--- config.mk ---
export PLATFORM = sky130hd
export DESIGN_NAME = rom_dl_sequencer
export DESIGN_NICKNAME = d
export VERILOG_FILES = /design/src/rtl/rom_dl_sequencer.sv
export SDC_FILE = /design/constraint.sdc
export NUM_CORES = 1
export LEC_CHECK = 0
export ABC_AREA = 1
export CORE_MARGIN = 10
export CORE_UTILIZATION = 42
export DETAILED_ROUTE_END_ITERATION = 8
export HOLD_SLACK_MARGIN = 0.05
export PLACE_DENSITY = 0.76
export SYNTH_ARGS = -nofsm -noshare
export SYNTH_HDL_FRONTEND = slang
export SYNTH_SLANG_ARGS = --single-unit
--- constraint.sdc ---
create_clock -name clk_sys -period 2 [get_ports clk_sys]
set_input_delay 0.3 -clock clk_sys [delete_from_list [all_inputs] [get_ports clk_sys]]
set_output_delay 0.3 -clock clk_sys [all_outputs]
set_load 0.02 [all_outputs]
--- src/rtl/rom_dl_sequencer.sv ---
// -----------------------------------------------------------------------------
// rom_dl_sequencer
// Sits between hps_io and the traverse_usa core. It consumes the ioctl
// download stream, forwards index-0 ROM bytes to the core's dn_* write port,
// captures the game-variant byte (index 1) and the eight DIP bytes
// (index 254), and sequences the core hold-reset / ROM-ready flag through a
// small load state machine (IDLE -> LOAD -> HOLD -> RUN).
//
// Optional feature macro: ROM_DL_CHECKSUM_EN
//   defined   : rom_checksum is the 16-bit modular sum of accepted ROM bytes
//   undefined : rom_checksum is tied to zero
//
// Ports:
//   clk_sys        in   1   system clock
//   reset_n        in   1   synchronous reset, active-low
//   ioctl_download in   1   download in progress
//   ioctl_wr       in   1   byte strobe
//   ioctl_addr     in  25   byte address
//   ioctl_dout     in   8   byte data
//   ioctl_index    in   8   download index
//   dn_addr        out 17   ROM write address to core
//   dn_data        out  8   ROM write data to core
//   dn_wr          out  1   ROM write strobe to core (one cycle per byte)
//   mod_sel        out  8   game-variant byte
//   dip_sw         out 64   DIP bytes, byte k at [8k+7:8k]
//   core_reset     out  1   active-high reset to core
//   rom_ready      out  1   ROM loaded and post-load hold complete
//   rom_overflow   out  1   sticky: an index-0 write beyond ROM_BYTES was dropped
//   rom_bytes      out 17   count of accepted index-0 writes (saturating)
//   rom_checksum   out 16   additive checksum of accepted ROM bytes
// -----------------------------------------------------------------------------
module rom_dl_sequencer #(
    parameter int unsigned ROM_BYTES   = 98304,
    parameter int unsigned POST_CYCLES = 64,
    parameter logic [63:0] DIP_DEFAULT = 64'hFFFF_FFFF_FFFF_FFFF
) (
    input  logic        clk_sys,
    input  logic        reset_n,
    input  logic        ioctl_download,
    input  logic        ioctl_wr,
    input  logic [24:0] ioctl_addr,
    input  logic [7:0]  ioctl_dout,
    input  logic [7:0]  ioctl_index,
    output logic [16:0] dn_addr,
    output logic [7:0]  dn_data,
    output logic        dn_wr,
    output logic [7:0]  mod_sel,
    output logic [63:0] dip_sw,
    output logic        core_reset,
    output logic        rom_ready,
    output logic        rom_overflow,
    output logic [16:0] rom_bytes,
    output logic [15:0] rom_checksum
);

    typedef enum logic [1:0] {
        ST_IDLE = 2'd0,
        ST_LOAD = 2'd1,
        ST_HOLD = 2'd2,
        ST_RUN  = 2'd3
    } state_t;

    localparam logic [24:0] ROM_LIMIT_C = 25'(ROM_BYTES);
    localparam logic [7:0]  HOLD_INIT_C = 8'(POST_CYCLES - 1);
    localparam logic [16:0] BYTES_MAX_C = 17'h1FFFF;

    state_t          state_r, state_s;
    logic [7:0]      hold_cnt_r, hold_cnt_s;
    logic [16:0]     dn_addr_r;
    logic [7:0]      dn_data_r;
    logic            dn_wr_r;
    logic [7:0]      mod_sel_r;
    logic [7:0][7:0] dip_r;
    logic            core_reset_r;
    logic            rom_ready_r;
    logic            rom_overflow_r;
    logic [16:0]     rom_bytes_r;

    logic idx0_s, rom_start_s, rom_acc_s, rom_drop_s, load_entry_s;

    assign idx0_s       = (ioctl_index == 8'd0);
    assign rom_start_s  = ioctl_download & idx0_s;
    assign rom_acc_s    = ioctl_wr & idx0_s & (ioctl_addr <  ROM_LIMIT_C);
    assign rom_drop_s   = ioctl_wr & idx0_s & (ioctl_addr >= ROM_LIMIT_C);
    // Entry is detected on the transition so status clears on the same edge
    // the state register moves into LOAD.
    assign load_entry_s = (state_s == ST_LOAD) && (state_r != ST_LOAD);

    // Next-state and hold-counter logic for the load sequencer.
    always_comb begin
        state_s    = state_r;
        hold_cnt_s = hold_cnt_r;
        case (state_r)
            ST_IDLE: begin
                if (rom_start_s) begin
                    state_s = ST_LOAD;
                end else begin
                    state_s = ST_IDLE;
                end
            end
            ST_LOAD: begin
                if (!ioctl_download) begin
                    if (rom_bytes_r != 17'd0) begin
                        state_s    = ST_HOLD;
                        hold_cnt_s = HOLD_INIT_C;
                    end else begin
                        state_s = ST_IDLE;
                    end
                end else begin
                    state_s = ST_LOAD;
                end
            end
            ST_HOLD: begin
                if (rom_start_s) begin
                    state_s = ST_LOAD;
                end else if (hold_cnt_r == 8'd0) begin
                    state_s = ST_RUN;
                end else begin
                    hold_cnt_s = hold_cnt_r - 8'd1;
                end
            end
            ST_RUN: begin
                if (rom_start_s) begin
                    state_s = ST_LOAD;
                end else begin
                    state_s = ST_RUN;
                end
            end
            default: begin
                state_s    = ST_IDLE;
                hold_cnt_s = 8'd0;
            end
        endcase
    end

    // State and hold-counter registers.
    always_ff @(posedge clk_sys) begin
        if (!reset_n) begin
            state_r    <= ST_IDLE;
            hold_cnt_r <= 8'd0;
        end else begin
            state_r    <= state_s;
            hold_cnt_r <= hold_cnt_s;
        end
    end

    // ROM write path: one-cycle registered forward of accepted index-0 bytes.
    always_ff @(posedge clk_sys) begin
        if (!reset_n) begin
            dn_wr_r   <= 1'b0;
            dn_addr_r <= 17'd0;
            dn_data_r <= 8'd0;
        end else begin
            dn_wr_r <= rom_acc_s;
            if (rom_acc_s) begin
                dn_addr_r <= ioctl_addr[16:0];
                dn_data_r <= ioctl_dout;
            end
        end
    end

    // Load status: byte count, overflow flag, ready flag and core reset.
    // A write landing on the LOAD-entry edge belongs to the new load.
    always_ff @(posedge clk_sys) begin
        if (!reset_n) begin
            rom_bytes_r    <= 17'd0;
            rom_overflow_r <= 1'b0;
            rom_ready_r    <= 1'b0;
            core_reset_r   <= 1'b1;
        end else begin
            if (load_entry_s) begin
                rom_bytes_r    <= rom_acc_s ? 17'd1 : 17'd0;
                rom_overflow_r <= rom_drop_s;
            end else begin
                if (rom_acc_s && (rom_bytes_r != BYTES_MAX_C)) begin
                    rom_bytes_r <= rom_bytes_r + 17'd1;
                end
                if (rom_drop_s) begin
                    rom_overflow_r <= 1'b1;
                end
            end
            rom_ready_r  <= (state_s == ST_RUN);
            core_reset_r <= (state_r != ST_RUN) | ioctl_download;
        end
    end

    // Variant and DIP capture from indices 1 and 254.
    always_ff @(posedge clk_sys) begin
        if (!reset_n) begin
            mod_sel_r <= 8'd0;
            dip_r     <= DIP_DEFAULT;
        end else begin
            if (ioctl_wr && (ioctl_index == 8'd1)) begin
                mod_sel_r <= ioctl_dout;
            end
            if (ioctl_wr && (ioctl_index == 8'd254) && (ioctl_addr[24:3] == 22'd0)) begin
                dip_r[ioctl_addr[2:0]] <= ioctl_dout;
            end
        end
    end

`ifdef ROM_DL_CHECKSUM_EN
    function automatic logic [15:0] csum_add(input logic [15:0] sum, input logic [7:0] data);
        return sum + {8'h00, data};
    endfunction

    logic [15:0] checksum_r;

    // Additive checksum, updated on the same edge that raises dn_wr.
    always_ff @(posedge clk_sys) begin
        if (!reset_n) begin
            checksum_r <= 16'd0;
        end else if (load_entry_s) begin
            checksum_r <= rom_acc_s ? {8'h00, ioctl_dout} : 16'd0;
        end else if (rom_acc_s) begin
            checksum_r <= csum_add(checksum_r, ioctl_dout);
        end
    end

    assign rom_checksum = checksum_r;
`else
    assign rom_checksum = 16'h0000;
`endif

    assign dn_addr      = dn_addr_r;
    assign dn_data      = dn_data_r;
    assign dn_wr        = dn_wr_r;
    assign mod_sel      = mod_sel_r;
    assign dip_sw       = dip_r;
    assign core_reset   = core_reset_r;
    assign rom_ready    = rom_ready_r;
    assign rom_overflow = rom_overflow_r;
    assign rom_bytes    = rom_bytes_r;

endmodule

==> report_table.html <==
<table>
<tr><th>Metric</th><th>Value</th></tr>
<tr><th colspan="2">Cells and area</th></tr>
<tr><td>Layout cell share with drive strength beyond 1</td><td>roughly 16%</td></tr>
<tr><td>Filler Cell Count</td><td>roughly 1100</td></tr>
<tr><td>Most common library cell in the layout ignoring fill and taps</td><td>sky130_fd_sc_hd__clkdlybuf4s50_1</td></tr>
<tr><td>Fin util</td><td>about 66%</td></tr>
<tr><td>Highest-count cells in the layout ignoring fill and taps</td><td>sky130_fd_sc_hd__clkdlybuf4s50_1, sky130_fd_sc_hd__nand2_1, sky130_fd_sc_hd__dfxtp_1, sky130_fd_sc_hd__nand3_1, sky130_fd_sc_hd__nor2_1</td></tr>
<tr><td>Final #Nets</td><td>around 1100</td></tr>
<tr><td>Area used by multi-input combinational logic</td><td>approximately 0.0028 mm2</td></tr>
<tr><td>Area growth from synthesis to layout</td><td>52.2%</td></tr>
<tr><td>Final Cell Area</td><td>between 0.008 and 0.009 mm2</td></tr>
<tr><td>Number of inserted diodes</td><td>0</td></tr>
<tr><td>Area used by sequential logic in the layout</td><td>approximately 0.0026 mm2</td></tr>
<tr><th colspan="2">Worst setup path</th></tr>
<tr><td>Req. time, crit path</td><td>approximately 2.3 ns</td></tr>
<tr><td>CP Data Arrival Time</td><td>2.28 ns</td></tr>
<tr><td>Most Frequent Cell on Critical Path</td><td>sky130_fd_sc_hd__buf_6</td></tr>
<tr><td>Highest fanout seen on the critical path</td><td>8</td></tr>
<tr><td>Cell Chain, Critical Path</td><td>ha_4, nand2_4, nor4_4, nand4_1, nor3_2, ha_2, inv_2, nand2_2, buf_6, buf_6, nand3_2, a21oi_2</td></tr>
<tr><td>Slowest cell on the critical path</td><td>sky130_fd_sc_hd__dfxtp_4</td></tr>
<tr><td>CP max stage delay</td><td>around 0.36 ns</td></tr>
<tr><td>Category of the worst setup path capture point</td><td>flop</td></tr>
<tr><td>Worst setup path category</td><td>flop to flop</td></tr>
<tr><td>Type of origin of the critical path</td><td>flop</td></tr>
<tr><td>Register-to-register path setup slack</td><td>between 0.05 and 0.06 ns</td></tr>
<tr><th colspan="2">Global routing</th></tr>
<tr><td>Met3 layer usage reported by global route</td><td>approximately 6.6%</td></tr>
<tr><td>Number of global-route vias before repair</td><td>5673</td></tr>
<tr><td>Global routing met1 resource utilization</td><td>roughly a quarter</td></tr>
<tr><td>Initial antenna violation count</td><td>0</td></tr>
<tr><td>Congestion Overflow GR</td><td>0</td></tr>
<tr><td>Most used routing layer in global routing</td><td>met2</td></tr>
<tr><td>First-pass GRT wire length</td><td>roughly 30 mm</td></tr>
<tr><td>Met2 GRT Util</td><td>31.8%</td></tr>
<tr><td>Total global-route track usage</td><td>between 20 and 25%</td></tr>
<tr><td>Largest net degree at the start of global routing</td><td>just over 100</td></tr>
<tr><th colspan="2">Route</th></tr>
<tr><td>Via density</td><td>between 5 and 6</td></tr>
<tr><td>Average wire length per cell after detail routing</td><td>around 17 um</td></tr>
<tr><td>DRC errors left</td><td>0</td></tr>
<tr><td>Number of routed nets with antenna violations</td><td>0</td></tr>
<tr><td>DRT Wirelength</td><td>19.9 mm</td></tr>
<tr><td>First DRT Iteration DRCs</td><td>slightly below 700</td></tr>
<tr><td>Via count</td><td>6234</td></tr>
<tr><td>First-pass iteration count of the detailed router</td><td>5</td></tr>
<tr><th colspan="2">Synthesis</th></tr>
<tr><td>Netlist cell types</td><td>31</td></tr>
<tr><td>Fraction of registers with async set or reset after synthesis</td><td>0%</td></tr>
<tr><td>Total standard cell area after synthesis</td><td>0.00580 mm2</td></tr>
<tr><td>Ys Warns</td><td>0</td></tr>
<tr><td>Leading register cell type out of synthesis</td><td>sky130_fd_sc_hd__dfxtp_1</td></tr>
<tr><td>Number of flops mapped to enable cells by yosys</td><td>0</td></tr>
<tr><td>Total of flip-flops plus latches after synthesis</td><td>around 130</td></tr>
<tr><td>Share of synthesized area occupied by flip-flops and latches</td><td>44.2%</td></tr>
<tr><td>Mapped Cells</td><td>around 800</td></tr>
<tr><td>Average footprint of a synthesized cell</td><td>approximately 7.3 um2</td></tr>
<tr><th colspan="2">Floorplanning</th></tr>
<tr><td>Core region area</td><td>0.0134 mm2</td></tr>
<tr><td>Chip width</td><td>approximately 140 um</td></tr>
<tr><td>Count of boundary I/O pins</td><td>about 180</td></tr>
<tr><td>Effective utilization at floorplan</td><td>43.2%</td></tr>
<tr><td>Die Footprint</td><td>0.0189 mm2</td></tr>
<tr><td>Number of standard-cell rows in the floorplan</td><td>42</td></tr>
<tr><td>Die height</td><td>roughly 140 um</td></tr>
<tr><th colspan="2">CTS</th></tr>
<tr><td>Total of hold buffers inserted after clock tree synthesis</td><td>0</td></tr>
<tr><td>CTS tree</td><td>built</td></tr>
<tr><td>Reg clk slew, reported paths</td><td>0.05 ns</td></tr>
<tr><td>H-tree Lvls</td><td>4</td></tr>
<tr><td>Clock Root Buffer</td><td>sky130_fd_sc_hd__clkbuf_16</td></tr>
<tr><td>Number of buffers added by the clock tree synthesis step</td><td>17</td></tr>
<tr><td>Max clock buf depth</td><td>2</td></tr>
<tr><td>Clock latency at the later pin of the worst-skew pair</td><td>just over 0.4 ns</td></tr>
<tr><td># clock sinks</td><td>between 100 and 150</td></tr>
<tr><th colspan="2">Timing</th></tr>
<tr><td>Count of final setup violators</td><td>0</td></tr>
<tr><td>Setup slack of the critical path after layout</td><td>0.0560 ns</td></tr>
<tr><td>Portion of the clock cycle consumed by the worst path in the final layout</td><td>97.2%</td></tr>
<tr><td>Max Clk Rate</td><td>roughly 510 MHz</td></tr>
<tr><td>Max-slew headroom at the worst pin</td><td>58.0%</td></tr>
<tr><td>Worst Tran Pin Value</td><td>about 0.63 ns</td></tr>
<tr><td>Pins Over Slew Limit</td><td>0</td></tr>
<tr><td>Layout Skew</td><td>about 0.0073 ns</td></tr>
<tr><td>Number of endpoints with negative hold slack in the final report</td><td>0</td></tr>
<tr><td>Min cycle time layout</td><td>1.94 ns</td></tr>
<tr><td>Unrepaired setup endpoints after global routing</td><td>yes</td></tr>
<tr><th colspan="2">Pwr</th></tr>
<tr><td>Total power density per cell area</td><td>between 600 and 700 mW/mm2</td></tr>
<tr><td>Maximum vdd ir drop</td><td>around 0.00053 V</td></tr>
<tr><td>Lkg Pwr</td><td>3.85 nW</td></tr>
<tr><td>Power consumption</td><td>0.00610 W</td></tr>
<tr><th colspan="2">Placed design</th></tr>
<tr><td>Post-Place Worst Slack</td><td>-0.237 ns</td></tr>
<tr><td>DP Area</td><td>between 0.008 and 0.009 mm2</td></tr>
<tr><td>Port Buffer Count</td><td>~160</td></tr>
<tr><td>Post-DP HPWL</td><td>~14 mm</td></tr>
<tr><td>Global placer's final weighted congestion</td><td>~0.92</td></tr>
<tr><th colspan="2">Flow run</th></tr>
<tr><td>Number of max-cap violations</td><td>0</td></tr>
<tr><th colspan="2">Hold path</th></tr>
<tr><td>Classification of the worst-slack hold path</td><td>primary input to flop</td></tr>
<tr><th colspan="2">Run status</th></tr>
<tr><td>Run status</td><td>finished clean</td></tr>
</table>
-- kinds of logic after synthesis --
logic type / Yosys count / share of synthesized area [%]
flops: 128 / 44.2
compound gates: 87 / 7.77
other cells: 1 / 0.0647
xor+xnor: 7 / 1.06
buf+inv: 132 / 10.7
fa+ha+maj: 4 / 0.864
simple gates: 431 / 35.3
-- final cells by class --
type	instances	share of cell area, %
Inverter	72	3.09
Tap cell	176	2.50
Clock buffer	21	5.33
Timing Repair Buffer	244	26.3
Sequential cell	128	29.2
Timing Repair inverter	1	0.0851
Clock inverter	11	1.73
Multi-Input combinational cell	546	31.7
-- cell usage after synthesis (3+ instances only) --
cell type	n	area, um2
sky130_fd_sc_hd__buf_2	7	35.0
sky130_fd_sc_hd__buf_6	7	78.8
sky130_fd_sc_hd__nor3_1	7	35.0
sky130_fd_sc_hd__o21ai_0	39	195
sky130_fd_sc_hd__buf_4	17	128
sky130_fd_sc_hd__ha_1	4	50.1
sky130_fd_sc_hd__nand3_2	6	60.1
sky130_fd_sc_hd__nand3_1	107	536
sky130_fd_sc_hd__inv_1	69	259
sky130_fd_sc_hd__xor2_1	6	52.6
sky130_fd_sc_hd__nor2_1	84	315
sky130_fd_sc_hd__nand4_1	76	475
sky130_fd_sc_hd__a31o_2	3	26.3
sky130_fd_sc_hd__clkbuf_1	29	109
sky130_fd_sc_hd__a21oi_1	43	215
sky130_fd_sc_hd__nor4_1	6	37.5
sky130_fd_sc_hd__dfxtp_1	128	2560
sky130_fd_sc_hd__nand2_1	136	510
-- critical path: cells and delay by family, from the launching register on --
| kind | cells | cell delay (ns) |
|---|---|---|
| AOI/OAI and AO/OA | 1 | 0.17 |
| adders and majority gates | 2 | 0.34 |
| buffers and inverters | 3 | 0.32 |
| DFF | 1 | 0.36 |
| and+or+nand+nor | 6 | 0.68 |
-- stage by stage --
| stage | setup TNS, ns | hold slack [ns] | instances |
|---|---|---|---|
| after floorplan | 0 | 0.409 | 805 |
| after global placement | -9.07 | 0.435 | 1164 |
| after detailed placement | -14.08 | 0.437 | 1164 |
| after CTS | -0.0119 | 0.356 | 1196 |
| after global routing | -0.642 | 0.360 | 1199 |
| final | 0 | 0.353 | 1199 |
-- path summary, 6_finish.rpt --
kind           startpoint  depth (start not counted)             to
max          rom_bytes[0]                         12   rom_bytes[9]
min               reset_n                          5  rom_bytes[11]
max reg2reg  rom_bytes[0]                         12   rom_bytes[9]
min reg2reg    mod_sel[6]                          2     mod_sel[6]
-- sequential cells by signal (all words and copies together), names as in the netlist, 2 cells and up --
| register | count |
|---|---|
| mod_sel | 8 |
| rom_bytes | 17 |
| dn_data | 8 |
| state_r | 2 |
| dip_sw | 64 |
| dn_addr | 17 |
| hold_cnt_r | 8 |
-- where the power goes --
group | switching, W | leakage, nW | total, W | internal [W]
combinational | 0.000198 | 2.52 | 0.000327 | 0.000129
clock | 0.00116 | 0.296 | 0.00322 | 0.00207
sequential | 0.000000271 | 1.04 | 0.00255 | 0.00255
total | 0.00135 | 3.85 | 0.00610 | 0.00475
-- repair_timing --
action,4_1_cts,5_1_grt
setup endpoints to repair,3,26
hold endpoints to repair,0,0
gates cloned,0,2
setup buffers,0,1
pin swaps,0,9
resized for setup,1,34
-- metal layers --
| layer | routed length (um) | share of wire (%) |
|---|---|---|
| met3 | 1830 | 9.2 |
| met4 | 431 | 2.2 |
| met5 | 0 | 0 |
| met2 | 9460 | 48 |
| met1 | 8170 | 41 |
(Power assumes the default switching activity.)
